`config.mk`:
```
export PLATFORM = sky130hd
export DESIGN_NAME = wb_repeat_regbank
export DESIGN_NICKNAME = d
export VERILOG_FILES = /design/src/rtl/wb_regbank_pkg.sv /design/src/rtl/wb_regbank_chan.sv /design/src/rtl/wb_repeat_regbank.sv
export SDC_FILE = /design/constraint.sdc
export NUM_CORES = 1
export LEC_CHECK = 0
export CAP_MARGIN = 20
export CORE_AREA = 3 3 171 206
export CTS_CLUSTER_DIAMETER = 120
export DETAILED_ROUTE_END_ITERATION = 16
export DIE_AREA = 0 0 174 209
export GPL_TIMING_DRIVEN = 0
export PLACE_DENSITY = 0.56
export SYNTH_ARGS = -nofsm -noshare
export SYNTH_HDL_FRONTEND = slang
export SYNTH_SLANG_ARGS = --single-unit
```
`constraint.sdc`:
```
create_clock -name clk_i -period 1.95 [get_ports clk_i]
set_input_delay 0.39 -clock clk_i [delete_from_list [all_inputs] [get_ports clk_i]]
set_output_delay 0.39 -clock clk_i [all_outputs]
set_load 0.02 [all_outputs]
```
`src/rtl/wb_regbank_pkg.sv`:
```
// rtl/wb_regbank_pkg.sv - shared widths, address-width helper and word decode for the register bank
package wb_regbank_pkg;

    localparam int unsigned DATA_W = 32;
    localparam int unsigned SEL_W  = 4;

    typedef enum logic [1:0] {
        REG_CTRL,
        REG_STAT,
        REG_NONE
    } t_reg_kind;

    typedef struct packed {
        t_reg_kind  kind;
        logic [5:0] chan;
    } t_decode;

    // Byte-address width of the bank: two words per channel plus the byte offset.
    function automatic int unsigned regbank_adr_w(input int unsigned n_ch);
        return $clog2(2 * n_ch) + 2;
    endfunction

    // Even word 2c is ctrl of channel c, odd word 2c+1 is its stat.
    function automatic t_decode regbank_decode(input logic [31:0] word, input int unsigned n_ch);
        t_decode d;
        d.chan = word[6:1];
        if (word >= 2 * n_ch) begin
            d.kind = REG_NONE;
        end else if (word[0]) begin
            d.kind = REG_STAT;
        end else begin
            d.kind = REG_CTRL;
        end
        return d;
    endfunction

endpackage

```
`src/rtl/wb_regbank_chan.sv`:
```
// rtl/wb_regbank_chan.sv - one channel control register with byte-enable write and write strobe
// Ports: clk_i, rst_n_i (async active-low); wr_en_i, sel_i, dat_i write request;
//        ctrl_o register value; wr_stb_o one-cycle pulse coincident with the new value.
module wb_regbank_chan
    import wb_regbank_pkg::*;
#(
    parameter logic [DATA_W-1:0] RST_VAL = '0
) (
    input  logic              clk_i,
    input  logic              rst_n_i,
    input  logic              wr_en_i,
    input  logic [SEL_W-1:0]  sel_i,
    input  logic [DATA_W-1:0] dat_i,
    output logic [DATA_W-1:0] ctrl_o,
    output logic              wr_stb_o
);

    always_ff @(posedge clk_i or negedge rst_n_i) begin
        if (!rst_n_i) begin
            ctrl_o   <= RST_VAL;
            wr_stb_o <= 1'b0;
        end else begin
            // The strobe fires even for sel=0 so software sees every write attempt.
            wr_stb_o <= wr_en_i;
            if (wr_en_i) begin
                for (int b = 0; b < SEL_W; b++) begin
                    if (sel_i[b]) begin
                        ctrl_o[8*b +: 8] <= dat_i[8*b +: 8];
                    end
                end
            end
        end
    end

endmodule

```
`src/rtl/wb_repeat_regbank.sv`:
```
// rtl/wb_repeat_regbank.sv - Wishbone pipelined slave exposing N_CH ctrl (RW) / stat (RO) register pairs
// Ports: clk_i, rst_n_i (async active-low); wb_* Wishbone slave; ctrl_o packed control registers;
//        stat_i packed status inputs; wr_stb_o per-channel write pulses.
// Build option: WB_REGBANK_ERR_EN makes unmapped accesses and stat writes complete with err.
module wb_repeat_regbank
    import wb_regbank_pkg::*;
#(
    parameter int unsigned       N_CH    = 4,
    parameter logic [DATA_W-1:0] RST_VAL = 32'h0000_0000,
    localparam int unsigned      ADR_W   = regbank_adr_w(N_CH)
) (
    input  logic                   clk_i,
    input  logic                   rst_n_i,
    input  logic                   wb_cyc_i,
    input  logic                   wb_stb_i,
    input  logic                   wb_we_i,
    input  logic [ADR_W-1:2]       wb_adr_i,
    input  logic [SEL_W-1:0]       wb_sel_i,
    input  logic [DATA_W-1:0]      wb_dat_i,
    output logic                   wb_ack_o,
    output logic                   wb_err_o,
    output logic                   wb_rty_o,
    output logic                   wb_stall_o,
    output logic [DATA_W-1:0]      wb_dat_o,
    output logic [N_CH*DATA_W-1:0] ctrl_o,
    input  logic [N_CH*DATA_W-1:0] stat_i,
    output logic [N_CH-1:0]        wr_stb_o
);

    localparam int unsigned IDX_W = ADR_W - 2;

    logic              wb_en;
    logic              rd_acc, wr_acc;
    logic              rd_busy, wr_busy;
    logic              rd_ack, rd_err, wr_ack, wr_err;
    logic              rd_bad, wr_bad;
    t_decode           req_dec, d0_dec;
    logic [DATA_W-1:0] rd_data;
    logic              d0_vld;
    logic [IDX_W-1:0]  d0_adr;
    logic [DATA_W-1:0] d0_dat;
    logic [SEL_W-1:0]  d0_sel;

    assign wb_en   = wb_cyc_i & wb_stb_i;
    // Reads and writes are tracked independently; a held request is ignored
    // while its own kind is still awaiting the response.
    assign rd_acc  = wb_en & ~wb_we_i & ~rd_busy;
    assign wr_acc  = wb_en & wb_we_i & ~wr_busy;
    assign req_dec = regbank_decode(32'(wb_adr_i), N_CH);
    assign d0_dec  = regbank_decode(32'(d0_adr), N_CH);

`ifdef WB_REGBANK_ERR_EN
    assign rd_bad = (req_dec.kind == REG_NONE);
    assign wr_bad = (req_dec.kind != REG_CTRL);
`else
    assign rd_bad = 1'b0;
    assign wr_bad = 1'b0;
`endif

    assign wb_ack_o   = rd_ack | wr_ack;
    assign wb_err_o   = rd_err | wr_err;
    assign wb_rty_o   = 1'b0;
    assign wb_stall_o = wb_en & ~(wb_ack_o | wb_err_o);

    // Constant-index loop keeps the mux free of variable part-selects.
    always_comb begin
        rd_data = '0;
        for (int c = 0; c < N_CH; c++) begin
            if (req_dec.chan == 6'(c)) begin
                if (req_dec.kind == REG_CTRL) begin
                    rd_data = ctrl_o[DATA_W*c +: DATA_W];
                end else if (req_dec.kind == REG_STAT) begin
                    rd_data = stat_i[DATA_W*c +: DATA_W];
                end
            end
        end
    end

    always_ff @(posedge clk_i or negedge rst_n_i) begin
        if (!rst_n_i) begin
            rd_ack   <= 1'b0;
            rd_err   <= 1'b0;
            wr_ack   <= 1'b0;
            wr_err   <= 1'b0;
            rd_busy  <= 1'b0;
            wr_busy  <= 1'b0;
            wb_dat_o <= '0;
            d0_vld   <= 1'b0;
            d0_adr   <= '0;
            d0_dat   <= '0;
            d0_sel   <= '0;
        end else begin
            rd_ack <= rd_acc & ~rd_bad;
            rd_err <= rd_acc & rd_bad;
            wr_ack <= wr_acc & ~wr_bad;
            wr_err <= wr_acc & wr_bad;

            // The flag clears on the response even if cyc has already dropped.
            if (rd_acc) begin
                rd_busy <= 1'b1;
            end else if (rd_ack | rd_err) begin
                rd_busy <= 1'b0;
            end
            if (wr_acc) begin
                wr_busy <= 1'b1;
            end else if (wr_ack | wr_err) begin
                wr_busy <= 1'b0;
            end

            if (rd_acc) begin
                wb_dat_o <= rd_data;
            end

            d0_vld <= wr_acc;
            if (wr_acc) begin
                d0_adr <= wb_adr_i;
                d0_dat <= wb_dat_i;
                d0_sel <= wb_sel_i;
            end
        end
    end

    for (genvar c = 0; c < N_CH; c++) begin : g_chan
        wb_regbank_chan #(
            .RST_VAL (RST_VAL)
        ) u_chan (
            .clk_i    (clk_i),
            .rst_n_i  (rst_n_i),
            .wr_en_i  (d0_vld && (d0_dec.kind == REG_CTRL) && (d0_dec.chan == 6'(c))),
            .sel_i    (d0_sel),
            .dat_i    (d0_dat),
            .ctrl_o   (ctrl_o[DATA_W*c +: DATA_W]),
            .wr_stb_o (wr_stb_o[c])
        );
    end

endmodule

```
# Yosys cells after proc, flatten, opt, wreduce, memory -nomap -nowiden
# Cells that the tools add are included.
# W data, S select, Z words.
# classes
eq_ne,7
n_mux,18
n_reduce_logical,27
bitwise,11
# op_table
operator,count
$mux W32,12
$reduce_and A2 Y1,16
$logic_not A6 Y1,2
$eq A2 B2 Y1 const B,4
$and A1 B1 Y1,6
$eq A2 B1 Y1 const B,3
$mux W1,6
$logic_and A1 B1 Y1,5
$logic_not A2 Y1,2
$not A1 Y1,4
$reduce_bool A2 Y1,2
$or A1 B1 Y1,1
# word_totals
out_inout_bits,168
regBits,207
inputBits,172

# Depth between registers and ports, before layout
# depth
word_depth,14
depth_mapped,6

# Hierarchy
# Synthesis repeated with hierarchy kept, for this count alone.
# hier_totals
cells_unflattened,640
hier_area_um2,9570.4
# modules_own_cells
mod,instances,cells_each,area_per_inst_um2
wb_regbank_chan,4,69,1211.2
wb_repeat_regbank,1,364,4725.8

# Worst setup path before layout
# Ideal clock, no wire load.
# synth_timing
path_type,input -> register
start,input wb_adr_i[2] (netlist bit)
end,register wb_dat_o[18]
n_path_buf,2
t_arrival_ns,1.428
stages,5
path_slack_ns,0.385
path_cell_list,buf_4 -> buf_4 -> mux4_2 -> mux2i_1 -> a21oi_1
# synth_via
elab_chain_len,14
elab_cells_between_ends,15
cone_classes,1 x eq/ne; 13 x mux; 1 x reduce/logical
# synth_lines
element,line,rtl
"start, declared",wb_repeat_regbank.sv:17,"input logic [ADR_W-1:2] wb_adr_i,"
$mux W1 *,wb_regbank_pkg.sv:29,end else if (word[0]) begin
$eq A2 B1 Y1,wb_repeat_regbank.sv:72,end else if (req_dec.kind == REG_STAT) begin
$mux W32,wb_repeat_regbank.sv:72,
$mux W32,wb_repeat_regbank.sv:70,if (req_dec.kind == REG_CTRL) begin
$mux W32,wb_repeat_regbank.sv:69,if (req_dec.chan == 6'(c)) begin
$mux W32,wb_repeat_regbank.sv:72,
$mux W32,wb_repeat_regbank.sv:70,
$mux W32,wb_repeat_regbank.sv:69,
$mux W32,wb_repeat_regbank.sv:72,
$mux W32,wb_repeat_regbank.sv:70,
$mux W32,wb_repeat_regbank.sv:69,
$mux W32,wb_repeat_regbank.sv:72,
$mux W32,wb_repeat_regbank.sv:70,
$mux W32 *,wb_repeat_regbank.sv:69,
"end signal, assigned",wb_repeat_regbank.sv:111,wb_dat_o <= rd_data;
"end, declared",wb_repeat_regbank.sv:24,"output logic [DATA_W-1:0] wb_dat_o,"
# Every way passes the cells marked *; elsewhere a longest branch is shown, timed or not.
# A chain may end at the register's enable or synchronous reset.

# Worst setup path in the final report
# layout_timing
start,register wb_dat_o[15]
end,output wb_dat_o[15]
# No word-level cell between the ends.

==> impl_metrics.tcl <==
set metrics [dict create \
    drc 0 \
    clk_path_buf_depth 3 \
    setup-violations-final 0 \
    first_pass_iters 4 \
    r2r-end "wb_dat_o[5]$_DFFE_PN0P_" \
    ff2ff_path_depth 4 \
    timing.final.crit_share_pct 98.5 \
    fin_cells 1537 \
    final_nets 1241 \
    wl_per_cell_um 24.3 \
    syn2layout_area_growth_pct 49.3 \
    hp-class "primary input to asynchronous set/reset pin" \
    yosysWarnings 0 \
    io_buffers 334 \
    ir_drop_mv 0.504 \
    cp.arrival_ns 1.53 \
    synth_compound_area_share_pct 3.11 \
    final_area_um2 14800 \
    grt.overflow.total 0 \
    grt_pass1_vias 8000 \
    crit_family "buffers and inverters" \
    whs_ns 0.344 \
    synth_top_cell_area_share_pct 52.1 \
    nFillCells 3210 \
    critPathSlowestCell "clkdlybuf4s50_1" \
    crit_fanout 2 \
    rsz0062_at_grt "no" \
    antenna_found_initial 2 \
    critical_path_class "flip-flop to primary output" \
    drt-total-wl_mm 37.3 \
    finClkSkew_ns 0.0210 \
    crit_buf_inv 1 \
    ys_types 27 \
    maxCapViolCount 0 \
    die_h_um 209 \
    dp_hpwl_mm 27.9 \
    yosys.area_share.simple_pct 6.50 \
    synth_top_family_by_area "multiplexers" \
    leakage_nw 7.74 \
    synthXorXnorAreaFrac_pct 0 \
    vias_per_cell 4.76 \
    grt_pass1_wl_mm 54.7 \
    slowest_delay_ns 0.67 \
    tritoncts "done" \
    avgSynthCellArea_um2 14.1 \
    pin_count 340 \
    root_buffer "clkbuf_16" \
    run_status "finished clean" \
    mostFrequentLayoutCell "clkdlybuf4s50_1" \
    htreeDepth 1 \
    critPathLaunchType "flip-flop" \
    via_count 7321 \
    setup_slack_ns 0.0286 \
    synthAdderAreaFrac_pct 0 \
    place.gp.congestion 0.772 \
    place_area_um2 13900 \
    relSlewSlack_pct 30.7 \
    synth_mux_area_share_pct 34.9 \
    layout-drive-gt1-share_pct 29.6 \
    die_w_um 174 \
    cts_buffers 24 \
    yosys-top-cells-area "dfrtp_1 52%, mux2_2 19%, mux4_2 10%" \
    worst-r2r-setup-slack_ns 0.15 \
    yosysTopAreaCell "dfrtp_1" \
    worstPathRequired_ns 1.56 \
    final_cell_mix "231 x clkdlybuf4s50_1, 207 x dfrtp_1, 172 x mux2_2, 51 x dlymetal6s2s_1, 50 x mux2i_1" \
    tightest_slew_ns 1.04 \
    mappedNetlistArea_um2 9940 \
    cp-end-kind "primary output" \
    clock-sinks 207 \
    start_util_pct 29.9 \
    max_clock_freq_mhz 520 \
    grt_max_degree 86 \
    dieArea_um2 36400 \
    ys_seq_elements 207 \
    grtUsageTotal_pct 20.2 \
    post-place-ws_ns -0.590 \
    core_um2 33200 \
    core.rowCount 73 \
    fin_util_pct 44.6 \
    path_cells "clkdlybuf4s50_1" \
    period_minus_slack_ns 1.92 \
    p_total_mw 12.0 \
    placed_cells 1491 \
    syn_inst 704 \
    drt-initial-drc-count 265 \
    ant_nets 0 \
    worstSkewPairLatency_ns 0.52 \
    path_clk_slew_ns 0.06 \
    r2r-start "rd_busy$_DFFE_PN0P_" \
    synth-seq-area-share_pct 52.1 \
    hold_viol 0 \
    crit_start "wb_dat_o[15]$_DFFE_PN0P_" \
    setup_tns_ns 0 \
    powerDensity_nw_per_um2 812 \
    slew_viol_final 0 \
]
[registers in the layout, indices dropped and copies added (netlist names)]
name	count
g_chan.u_chan.ctrl_o	128
wr_busy	1
g_chan.u_chan.wr_stb_o	4
d0_adr	3
d0_vld	1
rd_busy	1
rd_ack	1
d0_sel	4
d0_dat	32
wb_dat_o	32
[power by group]
| group | internal (mW) | leakage [nW] | switching (mW) |
|---|---|---|---|
| clock network | 2.96 | 0.406 | 1.76 |
| registers | 4.65 | 2.81 | 0.183 |
| logic | 1.24 | 4.53 | 1.26 |
[layout make-up]
cell class              instances  area (µm²)  area share (%)
diodes                          2        5.00          0.0337
repair buffers                338        3480            23.5
plain buffers                  51         333            2.24
multi-input cells             444        4440            29.9
flip-flops and latches        207        5180            34.9
inverters                       3        11.3          0.0759
clock inverters                 4        95.1           0.641
clock buffers                  38         734            4.95
well taps                     450         563            3.79
[worst max path at each step]
stage                                          end  slack (ns)  cells after the start
after floorplan           wb_dat_o[18]$_DFFE_PN0P_        0.38                      5
after global placement    wb_dat_o[22]$_DFFE_PN0P_       -8.75                      1
after detailed placement   wb_dat_o[5]$_DFFE_PN0P_       -0.59                      5
after CTS                               ctrl_o[79]      0.0007                      1
after global routing                    ctrl_o[99]     0.00002                      1
final                                 wb_dat_o[15]        0.03                      1
[cells in the mapped netlist]
library cell / count
a31oi_1: 18
buf_8: 1
and4b_1: 1
nand2_1: 42
nand4_1: 1
nand2b_1: 26
nand3b_1: 1
buf_2: 19
mux2_2: 172
inv_1: 3
clkbuf_1: 11
o21ai_0: 1
dfrtp_1: 207
mux4_2: 46
conb_1: 1
buf_6: 6
a21oi_1: 14
mux2i_1: 50
and4bb_2: 3
nor4b_4: 1
buf_4: 12
buf_1: 2
nor2_1: 34
or2_2: 2
o22a_1: 13
a21o_1: 1
nand2_2: 16
[what timing repair did]
item / CTS / global route
setup buffers: 1 / 0
hold buffers: 1 / 0
resized for setup: 58 / 54
gates cloned: 0 / 0
endpoints found under the setup margin: 71 / 53
endpoints found under the hold margin: 42 / 0
[metal layers]
| layer | global-route usage, % | wire length, µm | vias to the layer above | share of wire [%] |
|---|---|---|---|---|
| li1 | - | - | 3295 | - |
| met1 | 25.6 | 15700 | 3771 | 42 |
| met2 | 35.6 | 19100 | 217 | 51 |
| met3 | 4.05 | 1950 | 36 | 5.2 |
| met4 | 4.19 | 534 | 2 | 1.4 |
| met5 | 0 | 11 | - | 0.029 |
[kinds of logic (layout without fill, tap and decap cells)]
family / after synthesis / in the layout
mux: 268 / 268
flops: 207 / 207
simple gates: 127 / 127
buf+inv: 54 / 434
compound gates: 47 / 47
other cells: 1 / 4
Note: power is estimated with default switching activity, not from simulation.
